$ cat src/rtl/regfile_dump_reader_pkg.sv
// Shared types and constants for the register-file dump reader.
// REGFILE_DUMP_SKIP_ZERO_EN skips the hardwired-zero register 0.
package regfile_dump_reader_pkg;

    localparam int N        = 32;
    localparam int ADDR     = 5;
    localparam int NUM_REGS = 2 ** ADDR;

    localparam logic [ADDR-1:0] LAST_IDX = ADDR'(NUM_REGS - 1);

`ifdef REGFILE_DUMP_SKIP_ZERO_EN
    localparam logic [ADDR-1:0] FIRST_IDX = ADDR'(1);
`else
    localparam logic [ADDR-1:0] FIRST_IDX = ADDR'(0);
`endif

    typedef enum logic [1:0] {
        ST_IDLE,
        ST_FETCH,
        ST_SEND,
        ST_DONE
    } state_e;

endpackage

$ cat src/rtl/regfile_dump_reader.sv
// Walks every register through a spare read port and streams each word out
// over valid/ready with its index. Honours REGFILE_DUMP_SKIP_ZERO_EN via the package.
module regfile_dump_reader
    import regfile_dump_reader_pkg::*;
(
    input  logic            clk,
    input  logic            reset,
    input  logic            start_i,
    output logic [ADDR-1:0] rf_addr_o,
    input  logic [N-1:0]    rf_data_i,
    output logic            dump_valid_o,
    input  logic            dump_ready_i,
    output logic [N-1:0]    dump_data_o,
    output logic [ADDR-1:0] dump_idx_o,
    output logic            busy_o,
    output logic            done_o
);

    state_e          state_q, state_d;
    logic [ADDR-1:0] idx_q, idx_d;
    logic            valid_q, valid_d;
    logic [N-1:0]    data_q, data_d;
    logic [ADDR-1:0] didx_q, didx_d;

    always_comb begin
        state_d = state_q;
        idx_d   = idx_q;
        valid_d = valid_q;
        data_d  = data_q;
        didx_d  = didx_q;
        case (state_q)
            ST_IDLE: begin
                if (start_i) begin
                    idx_d   = FIRST_IDX;
                    state_d = ST_FETCH;
                end
            end
            ST_FETCH: begin
                data_d  = rf_data_i;
                didx_d  = idx_q;
                valid_d = 1'b1;
                state_d = ST_SEND;
            end
            ST_SEND: begin
                // Last-index test stops the counter before it can wrap to 0.
                if (valid_q && dump_ready_i) begin
                    valid_d = 1'b0;
                    if (idx_q == LAST_IDX) begin
                        state_d = ST_DONE;
                    end else begin
                        idx_d   = idx_q + ADDR'(1);
                        state_d = ST_FETCH;
                    end
                end
            end
            ST_DONE: begin
                state_d = ST_IDLE;
            end
            default: begin
                state_d = ST_IDLE;
            end
        endcase
    end

    always_ff @(posedge clk) begin
        if (reset) begin
            state_q <= ST_IDLE;
            idx_q   <= '0;
            valid_q <= 1'b0;
            data_q  <= '0;
            didx_q  <= '0;
        end else begin
            state_q <= state_d;
            idx_q   <= idx_d;
            valid_q <= valid_d;
            data_q  <= data_d;
            didx_q  <= didx_d;
        end
    end

    assign rf_addr_o    = idx_q;
    assign dump_valid_o = valid_q;
    assign dump_data_o  = data_q;
    assign dump_idx_o   = didx_q;
    assign busy_o       = (state_q != ST_IDLE);
    assign done_o       = (state_q == ST_DONE);

endmodule

$ cat config.mk
export PLATFORM = sky130hd
export DESIGN_NAME = regfile_dump_reader
export DESIGN_NICKNAME = d
export VERILOG_FILES = /design/src/rtl/regfile_dump_reader_pkg.sv /design/src/rtl/regfile_dump_reader.sv
export SDC_FILE = /design/constraint.sdc
export NUM_CORES = 1
export LEC_CHECK = 0
export BUFFER_PORTS_ARGS = -buffer_cell sky130_fd_sc_hd__buf_2
export CELL_PAD_IN_SITES_DETAIL_PLACEMENT = 1
export CELL_PAD_IN_SITES_GLOBAL_PLACEMENT = 2
export CORE_ASPECT_RATIO = 1.25
export CORE_MARGIN = 5
export CORE_UTILIZATION = 22
export DETAILED_ROUTE_END_ITERATION = 16
export PLACE_DENSITY_LB_ADDON = 0.3
export RECOVER_POWER = 50
export SYNTH_ARGS = -nofsm -noshare
export SYNTH_HDL_FRONTEND = slang
export SYNTH_SLANG_ARGS = --single-unit
$ cat constraint.sdc
create_clock -name clk -period 1.86 [get_ports clk]
set_input_delay 0.372 -clock clk [delete_from_list [all_inputs] [get_ports clk]]
set_output_delay 0.372 -clock clk [all_outputs]
set_load 0.05 [all_outputs]
Yosys cells after proc, flatten, opt, wreduce, memory -nomap -nowiden
Cells that the tools add are included.
{"block": "word_totals", "wordCells": 31, "output_inout_bits": 45, "input_bits": 36, "register_bits": 45}
{"block": "op_classes", "n_reduce_logical": 8, "n_eq_ne": 7, "n_addsub": 1, "mux": 10}
{"operator": "2-to-1 mux 5 bit", "count": 3}
{"operator": "one-hot mux 5 bit (2 select lines)", "count": 1}
{"operator": "one-hot mux 2 bit (4 select lines)", "count": 1}
{"operator": "2-to-1 mux 2 bit", "count": 3}
{"operator": "!= test 2 bit (second input constant)", "count": 3}
{"operator": "nonzero test 2 bit", "count": 3}
{"operator": "adder 5 x 1 -> 5 bit (second input constant)", "count": 1}
{"operator": "equality test 5 bit (second input constant)", "count": 1}
{"operator": "equality test 2 bit (second input constant)", "count": 2}
{"operator": "AND reduction 2 bit", "count": 2}
{"operator": "AND reduction 4 bit", "count": 1}
{"operator": "equality test 2 x 1 -> 1 bit (second input constant)", "count": 1}
{"operator": "zero test 2 bit", "count": 1}
{"operator": "one-hot mux 1 bit (2 select lines)", "count": 1}
{"operator": "logical AND 1 bit", "count": 1}
{"operator": "2-to-1 mux 1 bit", "count": 1}

Longest topological paths before layout
Gate-level depths: netlist of the first run.
{"block": "logic_depth", "ltp_word": 4, "depth_mapped": 6, "mapped_depth_nobuf": 6}

Worst setup path after synthesis of the first run
No wires, ideal clock.
{"block": "synth_timing", "path_type": "register to register", "startpoint": "register idx_q[0], in the netlist rf_addr_o[0]", "endpoint": "register idx_q[3], in the netlist rf_addr_o[3]", "slack_ps": -189, "path_buffers": 0, "path_stages_with_launch": 7, "t_arrival_ps": 1975, "required_time_ps": 1786, "synth_period_minus_slack_ps": 2049, "path_cell_list": "dfxtp_1 ha_1 and3_1 ha_1 nand3b_4 or4_1 a31oi_1"}
{"block": "synth_between", "elab_chain_cells": 4, "elab_cells_between_ends": 7, "cone_classes": "add/sub: 1; eq/ne: 2; mux: 3; reduce/logical: 1"}
{"element": "from (decl)", "line": "regfile_dump_reader.sv:20", "rtl": "logic [ADDR-1:0] idx_q, idx_d;"}
{"element": "from (signal assigned)", "line": "regfile_dump_reader.sv:74", "rtl": "idx_q <= idx_d;"}
{"element": "adder 5 x 1 -> 5 bit", "line": "regfile_dump_reader.sv:51", "rtl": "idx_d = idx_q + ADDR'(1);"}
{"element": "2-to-1 mux 5 bit", "line": "regfile_dump_reader.sv:48", "rtl": "if (idx_q == LAST_IDX) begin"}
{"element": "2-to-1 mux 5 bit", "line": "regfile_dump_reader.sv:46", "rtl": "if (valid_q && dump_ready_i) begin"}
{"element": "one-hot mux 5 bit (2 select lines)", "line": "regfile_dump_reader.sv:31", "rtl": "case (state_q)"}
Several ways; a longest one is shown, not always the timed one. The select of a mux whose other input is x is not followed.
A chain may end at the register's enable or synchronous reset.

Worst setup path in the final report of the first run
{"block": "layout_timing", "startpoint": "register idx_q[0], in the netlist rf_addr_o[0]", "endpoint": "register idx_q[2], in the netlist rf_addr_o[2]"}
Same word-level chain as after synthesis.

==> metrics.txt, run 1 <==
critical path's slowest cell or4_1; largest net degree at the start of global routing 25; global-route wire length before repair 8.02 mm; most common cell in the netlist nand2_1; TritonCTS sink count 45; Area contributors post-synth dfxtp_1, nand2_1, a21oi_1; RSZ-0062 raised after global routing no; critical path arrival 1980 ps; DIE AREA 9810 um2; part of the cycle the worst path needs 94.2%; minimum clock period 1750 ps; number of synthesized flops with an enable pin 0; root cell of the clock tree clkbuf_8; GRT Residual Overflow 0; Clock Skew 4.87 ps; # DRC 0; area leader, netlist dfxtp_1; Commonest cells post-synth nand2_1, dfxtp_1, a21oi_1; row count 36; fmax 571 MHz; Nets 329; slew margin rel. 57.6%; Hold Startpoint rf_data_i[5]; Hold Buf Count CTS 0; placer's final routability congestion estimate 0.678; crit start category flip-flop; Final Max Slew Viols 0; post-detail-place hpwl 3.74 mm; leak pwr 0.879 nW; worst reg-to-reg setup slack 110 ps; top cell type's share of synthesized area 51.7%; initial DRC count 66; critical path startpoint rf_addr_o[0]; Reg clk slew, reported paths 80 ps; CTS tree yes; Hold Vio Cnt, Final 0; Cell variety after synth 30; Mapped Cells 211; fraction of layout cells with a size suffix above 1 23.4%; core area 7750 um2; Post-Syn Area 1740 um2; Hold WC Path Type input port to flip-flop; critical path's largest stage delay 480 ps; Crit Path Max Fanout 5; Net Count, Synth 249; 1st-pass router iterations 4; final core utilization 29.7%; Final ANT Viol Nets 0; Reg2Reg Launch Point rf_addr_o[0]; Die Width 89.6 um; Max-Cap Viols 0; die height 109 um; routed len/inst 13.5 um; Initial Util 22.5%; Area Growth Syn to Fin 32.0%; CTS max path bufs 2; ys flop type dfxtp_1; final wirelength 5.23 mm; crit path kind flip-flop to flip-flop; setup TNS 0 ps; Synth async-reset ratio 0%; Post-Syn Area per Cell 8.25 um2; H-tree levels 2; diodes inserted 0; Setup crit end kind flip-flop; status complete, no violations; CTS Buf Count 5; Final setup viols 0; P per Cell Area 877 nW/um2; Port Buf Inserts 80; critical path, cell by cell ha_2, and3_1, ha_2, nand3b_4, or4_1, a21oi_1; IO Pins 81; VDD IR max 288 uV; DR vias/cell 4.34; GRT Overall Usage 10.6%; Critical Path RT 2080 ps; post-synthesis sequential area ratio 51.7%; Synth Register Bits 45; vias in the first global route 1,626; routed vias 1,674; clk_lat worst skew 290 ps; Worst-Margin Slew 638 ps; antenna violations before repair 0; Top cell by count, worst path ha_2; YS warnings 0
## registers in the layout, indices dropped and copies added, names as in the netlist
| register | cells |
|---|---|
| dump_valid_o | 1 |
| dump_idx_o | 5 |
| state_q | 2 |
| rf_addr_o | 5 |
| dump_data_o | 32 |
## layer usage
layer	routed length (um)	vias to the layer above	part of all wire (%)	GRT usage (%)
li1	-	861	-	-
met1	2240	760	43	13.3
met2	2560	47	49	17.2
met3	360	6	6.9	2.85
met4	70	0	1.3	3.83
met5	0	-	0	0
## power breakdown
part,leakage (nW),total (mW),internal (mW),switching (mW)
sequential,0.367,1.03,1.00,0.0304
clock,0.0476,0.623,0.295,0.328
combinational,0.464,0.361,0.0960,0.265
total,0.879,2.02,1.39,0.623
## kinds of logic after synthesis
| kind of cell | count (synthesis) | synth area share [%] |
|---|---|---|
| simple gates | 94 | 24.6 |
| compound gates | 53 | 16.6 |
| flops | 45 | 51.7 |
| buf+inv | 17 | 5.60 |
| fa+ha+maj | 2 | 1.44 |
## cell type report
| cell class | count | area (um2) |
|---|---|---|
| clock buffers | 6 | 82.6 |
| clock inverters | 1 | 6.26 |
| fillers | 996 | 5450 |
| inverters | 2 | 7.51 |
| multi-input cells | 149 | 754 |
| flip-flops and latches | 45 | 908 |
| well taps | 95 | 119 |
| repair buffers | 88 | 420 |
## worst max-delay path: cells and delay by family, from the launching register on
kind,cells,cell delay [ps]
simple gates,3,830
flops,1,370
compound gates,1,150
fa+ha+maj,2,350
## placed cells by master, fill, tap and decap left out, drive strengths merged
master,synthesis,final
clkbuf,6,46
and3b,1,1
ha,2,2
nor3b,1,1
a211oi,1,1
nor2,2,2
a21oi,42,42
or2,1,1
nor2b,2,2
or3,1,1
dfxtp,45,45
buf,9,48
nand3,2,2
and2,1,1
and2b,1,1
a31oi,2,2
inv,2,3
nand2,74,74
o211ai,6,6
nand3b,1,1
nand2b,2,2
or3b,1,1
or4,2,2
o311ai,1,1
nor3,1,1
o21ai,1,1
and3,1,1
## per-stage QoR
| step | power [mW] | instances | cell area, um2 | hold slack (ps) | setup WS [ps] |
|---|---|---|---|---|---|
| after CTS | 2.08 | 385 | 2340 | 294 | 16.8 |
| after detailed placement | 1.43 | 376 | 2230 | 445 | 6.56 |
| after global placement | 1.43 | 376 | 2230 | 439 | 32.4 |
| after global routing | 2.14 | 386 | 2300 | 288 | 48.2 |
| final | 2.02 | 386 | 2300 | 308 | 107 |
| after floorplan | 1.31 | 211 | 1750 | 505 | 11.7 |
## worst paths after layout
kind                          end  depth (start not counted)
hold reg to reg   dump_data_o[17]                          2
setup / recovery     rf_addr_o[2]                          6
hold / removal     dump_data_o[5]                          3
setup reg to reg     rf_addr_o[2]                          6
## timing repair
item	4_1_cts	5_1_grt
setup buffers	2	1
setup endpoints to repair	1	2
resized for setup	0	3
pin swaps	0	2
Note: power is estimated with default switching activity, not from simulation.
==> inputs of run 2 (changes only) <==
PLACE_DENSITY_LB_ADDON = 0.1   (was 0.3)
REMOVE_ABC_BUFFERS = 1   (was not set)
==> run 2 against run 1 <==
Compared with the run above: sequential share of layout area decreased by 0.48 points; final cell count up 0.26%; die area did not move.
==> metrics.txt, run 2 (same netlist as run 1, synthesis figures left out) <==
critical path arrival 1970 ps; crit start category flip-flop; critical path startpoint rf_addr_o[0]; Crit Path Max Fanout 6; setup ws final 123 ps; Max-Cap Viols 0; CTS tree yes; # DRC 0; Hold Vio Cnt, Final 0; cells on worst reg2reg path 6; total power 2.07 mW; clk_lat worst skew 290 ps; Nets 329; most common library cell in the layout ignoring fill and taps nand2_1; NetSw 0.630 mW; Setup crit end kind flip-flop; Reg clk slew, reported paths 90 ps; CTS Buf Count 5; minimum clock period 1740 ps; CTS max path bufs 2; routed vias 1,702; VDD IR max 351 uV; sequential power share 50.0%; GRT Residual Overflow 0; final core utilization 29.8%; critical path depth 6; setup TNS 0 ps; Area Growth Syn to Fin 32.7%; critical path, cell by cell ha_2, and3_1, ha_1, nand3b_4, or4_1, a21oi_1; routed len/inst 14.1 um; initial DRC count 73; Critical Path RT 2090 ps; Top delay family on crit path simple AND/OR/NAND/NOR gates; Fill cells 999; Clock Skew 4.91 ps; final wirelength 5.46 mm; combinational share of power 17.7%; row count 36; Buf/Inv on CP 0; root cell of the clock tree clkbuf_8; die height 109 um; cell internal pwr 1.44 mW; Die Width 89.6 um; worst hold margin 311 ps; Final setup viols 0; Place WS 40.9 ps; Reg2Reg Launch Point rf_addr_o[0]; TritonCTS sink count 45; Hold WC Path Type input port to flip-flop; 1st-pass router iterations 4; critical path's slowest cell or4_1; reg2reg end rf_addr_o[2]; H-tree levels 2; vias in the first global route 1,730; critical path's largest stage delay 480 ps; post-detail-place hpwl 3.86 mm; Port Buf Inserts 80; Final ANT Viol Nets 0; fraction of layout cells with a size suffix above 1 23.6%; antenna violations before repair 0; number of flip-flops in the largest register 32; diodes inserted 0; leak pwr 0.897 nW; Hold Buf Count CTS 0; Initial Util 22.5%; Worst-Margin Slew 635 ps; GRT Overall Usage 11.2%; CP Capture Point rf_addr_o[2]; crit path kind flip-flop to flip-flop; multi-input combinational cell area 756 um2; Sw Share 30.5%; most frequent cells in the layout nand2_1, dfxtp_1, a21oi_1, buf_2, clkbuf_1; DIE AREA 9810 um2; global-route wire length before repair 8.51 mm; largest net degree at the start of global routing 38; IO Pins 81; core area 7750 um2; Reg area 902 um2; worst reg-to-reg setup slack 120 ps; Final Max Slew Viols 0; DR vias/cell 4.40; placer's final routability congestion estimate 0.717; clock share of power 32.3%; fmax 576 MHz; slew margin rel. 57.8%; status complete, no violations; RSZ-0062 raised after global routing no; P per Cell Area 894 nW/um2; part of the cycle the worst path needs 93.4%
## run 2: cell types whose count changed in the layout (fill, tap and decap cells not counted), sizes merged
cell	change
clkinv	+1
buf	+1
inv	-1
## run 2: worst min path at each step
| stage | cells past startpoint | to | slack [ps] | from |
|---|---|---|---|---|
| after floorplan | 1 | dump_data_o[0] | 440 | reset |
| after global placement | 2 | dump_data_o[12] | 440 | dump_data_o[12] |
| after detailed placement | 2 | dump_idx_o[3] | 440 | dump_idx_o[3] |
| after CTS | 3 | dump_data_o[30] | 290 | rf_data_i[30] |
| after global routing | 3 | dump_data_o[4] | 290 | rf_data_i[4] |
| final | 3 | dump_data_o[31] | 310 | rf_data_i[31] |
## run 2: power groups by stage
stage                     registers [mW]  logic [mW]  clock network, mW
after floorplan                     1.18       0.105                  0
after global placement              1.06       0.386                  0
after detailed placement            1.06       0.387                  0
after CTS                           1.03       0.387              0.710
after global routing                1.04       0.396              0.757
final                               1.03       0.365              0.668
## run 2: per-stage QoR
| step | area [um2] | instances |
|---|---|---|
| after floorplan | 1650 | 196 |
| after global placement | 2260 | 378 |
| after detailed placement | 2260 | 378 |
| after CTS | 2360 | 386 |
| after global routing | 2310 | 387 |
| final | 2310 | 387 |
## run 2: metal layers
metal | global-route usage [%] | vias to the layer above | part of all wire (%)
met2 | 18.6 | 47 | 47
met3 | 2.77 | 4 | 6.2
met5 | 0 | - | 0
met1 | 14.4 | 795 | 46
li1 | - | 856 | -
met4 | 2.55 | 0 | 0.53
## run 2: layout make-up
cell class                      count  share of cell area, %
Clock inverter                      1                  0.217
Tap cell                           95                   5.14
Multi-Input combinational cell    149                   32.7
Sequential cell                    45                   39.0
Clock buffer                        7                   4.17
Timing Repair Buffer               88                   18.4
Inverter                            2                  0.325
## run 2: timing repair
action / in CTS / in global routing
buffers inserted: 0 / 1
gates resized for setup: 0 / 2
endpoints found under the setup margin: 0 / 1
## run 2: worst register-to-register path: stages (launching register included)
cell,delay [ps]
dfxtp_2,330
ha_2,180
and3_1,180
ha_1,190
nand3b_4,180
or4_1,480
a21oi_1,150
